===== config.mk =====
export PLATFORM = sky130hd
export DESIGN_NAME = sel_decode_unit
export DESIGN_NICKNAME = d
export VERILOG_FILES = /design/src/rtl/sel_decode_pkg.sv /design/src/rtl/sel_decode_onehot_dec.sv /design/src/rtl/sel_decode_unit.sv
export SDC_FILE = /design/constraint.sdc
export NUM_CORES = 1
export LEC_CHECK = 0
export ABC_CLOCK_PERIOD_IN_PS = 800
export BUFFER_PORTS_ARGS = -buffer_cell sky130_fd_sc_hd__buf_4
export CAP_MARGIN = 25
export CORE_AREA = 2 2 39 41
export CTS_BUF_LIST = sky130_fd_sc_hd__clkbuf_8
export CTS_CLUSTER_DIAMETER = 100
export DETAILED_ROUTE_END_ITERATION = 10
export DIE_AREA = 0 0 41 43
export PLACE_DENSITY = 0.72
export REMOVE_ABC_BUFFERS = 1
export SLEW_MARGIN = 20
export SYNTH_ARGS = -nofsm -noshare
export SYNTH_HDL_FRONTEND = slang
export SYNTH_SLANG_ARGS = --single-unit

===== constraint.sdc =====
create_clock -name clk -period 0.8 [get_ports clk]
set_input_delay 0.08 -clock clk [delete_from_list [all_inputs] [get_ports clk]]
set_output_delay 0.08 -clock clk [all_outputs]
set_load 0.01 [all_outputs]

===== src/rtl/sel_decode_pkg.sv =====
// Shared widths and the one-hot helper used by the select decoders.
package sel_decode_pkg;

    localparam int DEC2_W       = 4;
    localparam int DEC3_W       = 8;
    // Widest one-hot vector the helper can build; callers truncate to their width.
    localparam int ONEHOT_MAX_W = 256;

    // Bit `sel` set when it falls inside `width`, every other bit clear.
    function automatic logic [ONEHOT_MAX_W-1:0] onehot(input int sel, input int width);
        logic [ONEHOT_MAX_W-1:0] r;
        r = '0;
        for (int i = 0; i < ONEHOT_MAX_W; i++) begin
            if (i < width && i == sel) r[i] = 1'b1;
        end
        return r;
    endfunction

endpackage


===== src/rtl/sel_decode_onehot_dec.sv =====
// Combinational select-to-one-hot decoder with enable; all-zero when disabled.
module onehot_dec
    import sel_decode_pkg::*;
#(
    parameter  int SEL_W = 2,
    localparam int OUT_W = 1 << SEL_W
) (
    input  logic             en,
    input  logic [SEL_W-1:0] sel,
    output logic [OUT_W-1:0] y
);

    // Decode the select into a single strobe, gated by the enable.
    always_comb begin
        y = '0;
        if (en) y = OUT_W'(onehot(int'(sel), OUT_W));
    end

endmodule


===== src/rtl/sel_decode_unit.sv =====
// Registered select decode: 2-to-4 and 3-to-8 one-hot decoders plus a 1-to-2 demux.
// Every output is a flop, so inputs show up exactly one clock later.
module sel_decode_unit
    import sel_decode_pkg::*;
#(
    parameter int N2 = 2,
    parameter int N3 = 3
) (
    input  logic              clk,
    input  logic              rst_n,
    input  logic              dec2_en,
    input  logic [N2-1:0]     in_d2,
    output logic [2**N2-1:0]  Y_decoder2,
    input  logic              dec3_en,
    input  logic [N3-1:0]     in_d3,
    output logic [2**N3-1:0]  Y_decoder3,
    input  logic              din,
    input  logic              sel,
    output logic              y1,
    output logic              y2
);

    logic [2**N2-1:0] dec2_nxt;
    logic [2**N3-1:0] dec3_nxt;

    onehot_dec #(.SEL_W(N2)) u_dec2 (
        .en  (dec2_en),
        .sel (in_d2),
        .y   (dec2_nxt)
    );

    onehot_dec #(.SEL_W(N3)) u_dec3 (
        .en  (dec3_en),
        .sel (in_d3),
        .y   (dec3_nxt)
    );

    // Output registers for all lanes; the demux steers din to the selected side only.
    always_ff @(posedge clk or negedge rst_n) begin
        if (!rst_n) begin
            Y_decoder2 <= '0;
            Y_decoder3 <= '0;
            y1         <= 1'b0;
            y2         <= 1'b0;
        end else begin
            Y_decoder2 <= dec2_nxt;
            Y_decoder3 <= dec3_nxt;
            y1         <= din & ~sel;
            y2         <= din &  sel;
        end
    end

endmodule


Word level (Yosys, flattened, before mapping)
Index checks and enable logic that the tools add are counted.
Cells by class
  equal/unequal tests: 10
  multiplexer cells: 14
  bitwise gates (word level): 3
  reduce and logical (&&, ||, !) cells: 2
Operators by type and width (number)
  3-bit equality test (first input constant): 4
  1-bit 2-to-1 mux: 12
  8-bit 2-to-1 mux: 1
  2-bit by 3-bit equality test with 1-bit output (first input constant): 2
  2-bit equality test (first input constant): 2
  4-bit 2-to-1 mux: 1
  1-bit by 3-bit equality test with 1-bit output (first input constant): 1
  3-bit logical NOT: 1
  1-bit bitwise AND: 2
  1-bit by 2-bit equality test with 1-bit output (first input constant): 1
  2-bit logical NOT: 1
  1-bit NOT: 1
Storage, ports and cells
  register bits after elaboration: 14
  word-level logic and storage cells: 33

Depth between registers and ports, before layout
Gate-level depths: netlist of run 1.
  word-level depth: 3
  mapped depth: 1
  depth with buffers taken out: 1

Modules after synthesis
Synthesis of run 1 repeated with hierarchy kept, for this count alone.
Unflattened totals
  cells, all modules: 28
  area total of the unflattened synthesis: 499.2 um^2
By module, submodules not included
  sel_decode_unit: times used 1, cells an instance 16, area an instance 366.6 um^2, seq. area each 350.3 um^2
  onehot_dec at u_dec3: times used 1, cells an instance 8, area an instance 95.1 um^2, seq. area each 0.0 um^2
  onehot_dec at u_dec2: times used 1, cells an instance 4, area an instance 37.5 um^2, seq. area each 0.0 um^2

Worst setup path before layout of run 1
No wires, ideal clock.
  kind: reg-to-output
  from: register Y_decoder2[0]
  to: output Y_decoder2[0]
  data arrival time: 0.376 ns
  data required time: 0.720 ns
  setup slack: 0.344 ns
  cell stages (with the launch flop): 1
  cells stage by stage: dfrtp_1
RTL lines
  from (decl): line sel_decode_unit.sv:13  | output logic [2**N2-1:0] Y_decoder2,
  from (signal assigned): line sel_decode_unit.sv:46  | Y_decoder2 <= dec2_nxt;
No word-level cell between the ends.

Final worst setup path of run 1
  from: register Y_decoder3[2]
  to: output Y_decoder3[2]
RTL lines
  from (decl): line sel_decode_unit.sv:16  | output logic [2**N3-1:0] Y_decoder3,
  from (signal assigned): line sel_decode_unit.sv:47  | Y_decoder3 <= dec3_nxt;
No word-level cell between the ends.

==> results of run 1 <==
[how the worst min path moves through the flow]
stage / end / slack [ns] / cells past startpoint
3_5_place_dp: Y_decoder3[7]$_DFF_PN0_ / -0.07 / 1
6_report: Y_decoder2[0]$_DFF_PN0_ / 0.02 / 2
3_3_place_gp: Y_decoder3[5]$_DFF_PN0_ / -0.07 / 1
4_1_cts: Y_decoder2[0]$_DFF_PN0_ / 0.01 / 2
2_1_floorplan: Y_decoder2[0]$_DFF_PN0_ / -0.22 / 0
5_1_grt: Y_decoder2[0]$_DFF_PN0_ / 0.02 / 2
[per-stage QoR]
stage / hold slack, ns / worst slack, ns / instances / total power [mW] / setup TNS, ns
after floorplan: -0.2156 / 0.3444 / 28 / 0.7888 / 0
after global placement: -0.06636 / 0.2251 / 68 / 0.8924 / 0
after detailed placement: -0.06519 / 0.2242 / 68 / 0.8964 / 0
after CTS: 0.01268 / -0.02295 / 73 / 1.460 / -0.07551
after global routing: 0.01870 / -0.03687 / 73 / 1.508 / -0.3360
final: 0.01790 / -0.01557 / 73 / 1.438 / -0.02855
[cells by family after synthesis]
| logic type | share of synthesized area |
|---|---|
| simple gates | 0.2857 |
| flops | 0.7143 |
[registers in the layout, summed over array words and instances, names as in the netlist]
| signal | flops |
|---|---|
| y2 | 1 |
| Y_decoder3 | 8 |
| Y_decoder2 | 4 |
| y1 | 1 |
[cells in the final DEF, fill, tap and decap left out]
cell type and count:
sky130_fd_sc_hd__dfrtp_1 14, sky130_fd_sc_hd__buf_6 14, sky130_fd_sc_hd__buf_4 10, sky130_fd_sc_hd__and4b_2 3, sky130_fd_sc_hd__and4bb_2 3, sky130_fd_sc_hd__clkbuf_8 3
sky130_fd_sc_hd__and3b_1 2, sky130_fd_sc_hd__dlygate4sd3_1 2, sky130_fd_sc_hd__nor4b_2 1, sky130_fd_sc_hd__nor3b_1 1, sky130_fd_sc_hd__nor2b_1 1, sky130_fd_sc_hd__and2_1 1
sky130_fd_sc_hd__and3_1 1, sky130_fd_sc_hd__and4_2 1
[metal layers]
layer | track usage | routed length, µm | up-vias
li1 | - | - | 165
met1 | 0.1156 | 296 | 161
met2 | 0.1750 | 440 | 14
met3 | 0.03141 | 59 | 0
met4 | 0.06000 | 0 | 0
met5 | 0 | 0 | -
[what timing repair did]
item / 4_1_cts / 5_1_grt
setup endpoints to repair: 14 / 14
gates resized for setup: 14 / 0
hold buffers: 2 / 0
endpoints found under the hold margin: 15 / 0
[power by group]
part / leakage (nW) / total, mW / internal, mW / switching (mW)
Combinational: 0.202 / 0.165 / 0.101 / 0.0639
Clock: 0.0216 / 0.530 / 0.330 / 0.200
Sequential: 0.189 / 0.743 / 0.732 / 0.0104
[area by class of cell]
class / instances / area, µm² / area share
sequential: 14 / 350.3 / 0.4355
timing repair buffer: 26 / 252.7 / 0.3142
multi-input combinational: 14 / 140.1 / 0.1742
clock buffer: 3 / 41.29 / 0.05132
tap: 16 / 20.02 / 0.02488
==> flow_metrics.py, run 1 <==
metrics = {
    "cells_and_area": {
        "final_layout_size_suffix_gt1_frac": 0.6140,
        "synthToLayoutAreaGrowth_pct": 64.03,
        "final_core_utilization": 0.5814,
        "nets": 70,
        "diodes": 0,
        "n_fill_cell": 111,
        "final_design_area_no_fill_um2": 804.5,
    },
    "logic_synthesis": {
        "post_synth_instance_area_um2": 490.5,
        "yosys.cell_count.top_type": "sky130_fd_sc_hd__dfrtp_1",
        "synth.yosys.warnings": 0,
        "synth_top_flop_cell": "sky130_fd_sc_hd__dfrtp_1",
        "number_of_enable_type_register_cells_in_the_synthesized_netlist": 0,
        "yosys.area.top_type": "sky130_fd_sc_hd__dfrtp_1",
        "synth-seq-area-share": 0.7143,
        "synth.ff_latch_count": 14,
        "post-synth-top-area-fraction": 0.7143,
        "synth_top_cells_by_area": "sky130_fd_sc_hd__dfrtp_1, sky130_fd_sc_hd__and4bb_2, sky130_fd_sc_hd__and4b_2",
        "syn_area_cell_um2": 17.52,
        "post_synth_top_cells": "sky130_fd_sc_hd__dfrtp_1, sky130_fd_sc_hd__and4b_2, sky130_fd_sc_hd__and4bb_2",
        "synth_cell_types": 10,
        "ys_async_sr_fraction": 1.000,
        "syn-instance-count": 28,
    },
    "clock_tree": {
        "clock_tree_from_tritoncts": "yes",
        "clockBufferDepth": 2,
        "cts_root_buffer": "sky130_fd_sc_hd__clkbuf_8",
        "tritoncts.num_buffers": 3,
        "cts_max_level": 1,
        "worst_setup_hold_path_clk_slew_ns": 0.05,
        "post-cts-setup-buffers": 0,
        "cts.sinks": 14,
    },
    "floorplan": {
        "initial_core_utilization": 0.3544,
        "die_w_um": 41,
        "die_area_um2": 1763,
        "boundaryPins": 25,
        "y_dimension_of_the_die_um": 43,
        "rows": 14,
        "fp.coreArea_um2": 1384,
    },
    "critical_path": {
        "cp-end-kind": "primary output",
        "criticalPathCategory": "flip-flop to primary output",
        "crit_path_max_incr_delay_ns": 0.38,
        "worst-path-stages": 1,
        "buf_inv_on_cp": 1,
        "worst_setup_path_startpoint": "Y_decoder3[2]$_DFF_PN0_",
        "worst-endpoint-arrival_ns": 0.74,
        "cp-start-kind": "flip-flop",
        "cp.required_ns": 0.72,
        "critical_path.slowest_cell": "sky130_fd_sc_hd__dfrtp_1",
        "timing.critical_path.cells": "buf_6",
        "cp_top_family": "flip-flops",
        "crit_path_max_fanout": 1,
        "crit_path_end": "Y_decoder3[2]",
    },
    "run": {
        "maxCapViolCount": 0,
    },
    "drt": {
        "final_antenna_net_count": 0,
        "drt-initial-drc-count": 2,
        "drt-pass1-iter-count": 4,
        "postRouteWirelength_um": 796,
        "post_drt_via_cell_ratio": 4.658,
        "wl_per_cell_um": 10.90,
        "drt_drc_violations_left": 0,
        "detailroute.via_count": 340,
    },
    "global_routing": {
        "grt_max_degree": 15,
        "grt_antenna_before_repair": 0,
        "first_pass_grt_wire_length_um": 1255,
        "vias_in_the_first_global_route": 311,
        "globalRouteOverflowTotal": 0,
        "groute.usage.overall": 0.1073,
    },
    "timing": {
        "finalSetupViolations": 4,
        "rsz0062_at_grt": "yes",
        "slew_headroom": 0.8778,
        "slew_violations": 0,
        "hold_violations": 0,
        "final_min_period_over_clock_period": 1.019,
        "max_freq_mhz": 1226,
        "layout_min_cycle_time_ns": 0.8156,
        "timing.final.ws_setup_ns": -0.01557,
        "max_slew.worst_pin.slew_ns": 0.1829,
    },
    "worst_hold_path": {
        "hold_path.class": "primary input to flip-flop",
        "worstHoldStart": "in_d2[0]",
    },
    "status": {
        "violations_in_the_final_reports": "setup timing",
        "outcome": "complete, but fails checks",
    },
    "placed_design": {
        "place_area_um2": 690.7,
        "gp_congestion": 0.6609,
        "port_buffers": 24,
    },
    "pwr": {
        "leakage_power_nw": 0.4126,
        "power_per_cell_area_nw_per_um2": 1788,
        "vdd_drop_max_mv": 0.8464,
    },
}
Note: power is estimated with default switching activity, not from simulation.
==> run 2, diff against run 1 <==
- CELL_PAD_IN_SITES_DETAIL_PLACEMENT: default -> 1
- CELL_PAD_IN_SITES_GLOBAL_PLACEMENT: default -> 2
- CORE_AREA: 2 2 39 41 -> default
- CORE_MARGIN: default -> 2
- CORE_UTILIZATION: default -> 29
- DIE_AREA: 0 0 41 43 -> default
- PLACE_DENSITY: 0.72 -> 0.84
==> run 2 against run 1 <==
Against the previous run:
- the flow still finishes with violations (setup timing)
- first-iteration DRC count up 100%
- sequential share of layout area unchanged
- worst hold slack improved by 0.0013 ns
- cell count stayed put
- cell area did not move
- critical path type unchanged
- largest power group unchanged
==> flow_metrics.py, run 2 (synthesis gave the netlist of run 1 again) <==
metrics = {
    "pwr": {
        "swShare": 0.2012,
        "leakage_power_nw": 0.4126,
        "power_frac_comb": 0.114,
        "power.sequential.fraction": 0.509,
        "internal-power_mw": 1.165,
        "power_per_cell_area_nw_per_um2": 1813,
        "clock_power_share": 0.377,
        "vdd_drop_max_mv": 0.7757,
        "p_sw_mw": 0.2935,
    },
    "floorplan": {
        "y_dimension_of_the_die_um": 45.13,
        "die_area_um2": 2036,
        "initial_core_utilization": 0.3182,
        "rows": 14,
        "die_w_um": 45.13,
        "fp.coreArea_um2": 1541,
        "boundaryPins": 25,
    },
    "drt": {
        "drt_drc_violations_left": 0,
        "drt-pass1-iter-count": 2,
        "final_antenna_net_count": 0,
        "wl_per_cell_um": 12.18,
        "postRouteWirelength_um": 889,
        "post_drt_via_cell_ratio": 4.726,
        "detailroute.via_count": 345,
        "drt-initial-drc-count": 4,
    },
    "critical_path": {
        "cp-start-kind": "flip-flop",
        "buf_inv_on_cp": 1,
        "critical_path.slowest_cell": "sky130_fd_sc_hd__dfrtp_1",
        "cp.required_ns": 0.72,
        "cp_top_family": "flip-flops",
        "crit_path_max_incr_delay_ns": 0.37,
        "crit_path_max_fanout": 1,
        "timing.critical_path.cells": "buf_6",
        "cp-end-kind": "primary output",
        "worst-endpoint-arrival_ns": 0.73,
        "criticalPathCategory": "flip-flop to primary output",
    },
    "cells_and_area": {
        "layout.cells.most_common_list": "sky130_fd_sc_hd__dfrtp_1, sky130_fd_sc_hd__buf_6, sky130_fd_sc_hd__buf_4",
        "final_layout_size_suffix_gt1_frac": 0.6140,
        "finish.cell_count_without_fillers": 73,
        "largest_registers_ranked_by_flip_flop_count": "Y_decoder3 x8, Y_decoder2 x4",
        "largest_reg_flops": 8,
        "synthToLayoutAreaGrowth_pct": 64.03,
        "final_design_area_no_fill_um2": 804.5,
        "top_register": "Y_decoder3",
        "nets": 70,
        "final_core_utilization": 0.5219,
        "diodes": 0,
    },
    "timing": {
        "timing.final.ws_setup_ns": -0.01190,
        "max_freq_mhz": 1232,
        "rsz0062_at_grt": "yes",
        "max_slew.worst_pin.slew_ns": 0.1967,
        "slew_headroom": 0.8685,
        "slew_violations": 0,
        "final_min_period_over_clock_period": 1.015,
        "hold_violations": 0,
        "layout_min_cycle_time_ns": 0.8119,
        "finalSetupViolations": 9,
    },
    "global_routing": {
        "first_pass_grt_wire_length_um": 1545,
        "groute.usage.overall": 0.1077,
        "busiest_layer": "met2",
        "vias_in_the_first_global_route": 334,
        "global_route.usage.met3": 0.06400,
        "fraction_of_met1_tracks_used_by_global_routing": 0.1323,
        "grt_max_degree": 15,
        "met2_usage": 0.1657,
        "grt_antenna_before_repair": 0,
        "globalRouteOverflowTotal": 0,
    },
    "status": {
        "violations_in_the_final_reports": "setup timing",
        "outcome": "complete, but fails checks",
    },
    "placed_design": {
        "port_buffers": 24,
        "gp_congestion": 0.6416,
        "place_inst": 68,
        "place_area_um2": 690.7,
    },
    "clock_tree": {
        "tritoncts.num_buffers": 3,
        "worst_setup_hold_path_clk_slew_ns": 0.05,
        "cts_max_level": 1,
        "cts_root_buffer": "sky130_fd_sc_hd__clkbuf_8",
        "clockBufferDepth": 2,
        "cts.sinks": 14,
        "post-cts-setup-buffers": 0,
        "clock_tree_from_tritoncts": "yes",
    },
    "worst_hold_path": {
        "hold_path.class": "primary input to flip-flop",
    },
    "run": {
        "maxCapViolCount": 0,
    },
}
## run 2: cell counts in the layout (fill, tap and decap cells not counted)
No cell type changed its count.
## run 2: repair_timing
| action | CTS | global route |
|---|---|---|
| setup endpoints to repair | 14 | 14 |
| hold buffers | 2 | 0 |
| hold endpoints to repair | 15 | 0 |
| gates resized for setup | 14 | 0 |
## run 2: power groups by stage
stage / clock (mW) / sequential, mW / combinational [mW]
floorplan: 0 / 0.763 / 0.0257
global placement: 0 / 0.750 / 0.144
detailed placement: 0 / 0.750 / 0.148
CTS: 0.567 / 0.742 / 0.170
global route: 0.614 / 0.743 / 0.185
finish: 0.550 / 0.742 / 0.166
## run 2: path summary, 6_finish.rpt
check,from,endpoint,slack (ns),depth (start not counted)
setup / recovery,Y_decoder3[6]$_DFF_PN0_,Y_decoder3[6],-0.01,1
hold / removal,in_d2[0],Y_decoder2[0]$_DFF_PN0_,0.02,2
max in group asynchronous,rst_n,Y_decoder3[5]$_DFF_PN0_,0.41,2
min in group asynchronous,rst_n,Y_decoder3[1]$_DFF_PN0_,0.22,2
## run 2: final cells by class
cell class / count / area (µm²)
fillers: 156 / 737.0
repair buffers: 26 / 252.7
multi-input cells: 14 / 140.1
clock buffers: 3 / 41.29
flip-flops and latches: 14 / 350.3
well taps: 16 / 20.02
## run 2: through the flow
| stage | power [mW] | TNS, ns | setup WS [ns] | hold WS (ns) |
|---|---|---|---|---|
| final | 1.458 | -0.04771 | -0.01190 | 0.01915 |
| after global routing | 1.542 | -0.4223 | -0.04308 | 0.02243 |
| after CTS | 1.479 | -0.1390 | -0.01740 | 0.01213 |
| after detailed placement | 0.8975 | 0 | 0.2180 | -0.06269 |
| after global placement | 0.8936 | 0 | 0.2291 | -0.06554 |
| after floorplan | 0.7888 | 0 | 0.3444 | -0.2156 |
## run 2: metal layers
metal | part of all wire | wire [µm]
met1 | 0.38 | 339
met2 | 0.51 | 451
met3 | 0.11 | 98
met4 | 0 | 0
met5 | 0 | 0
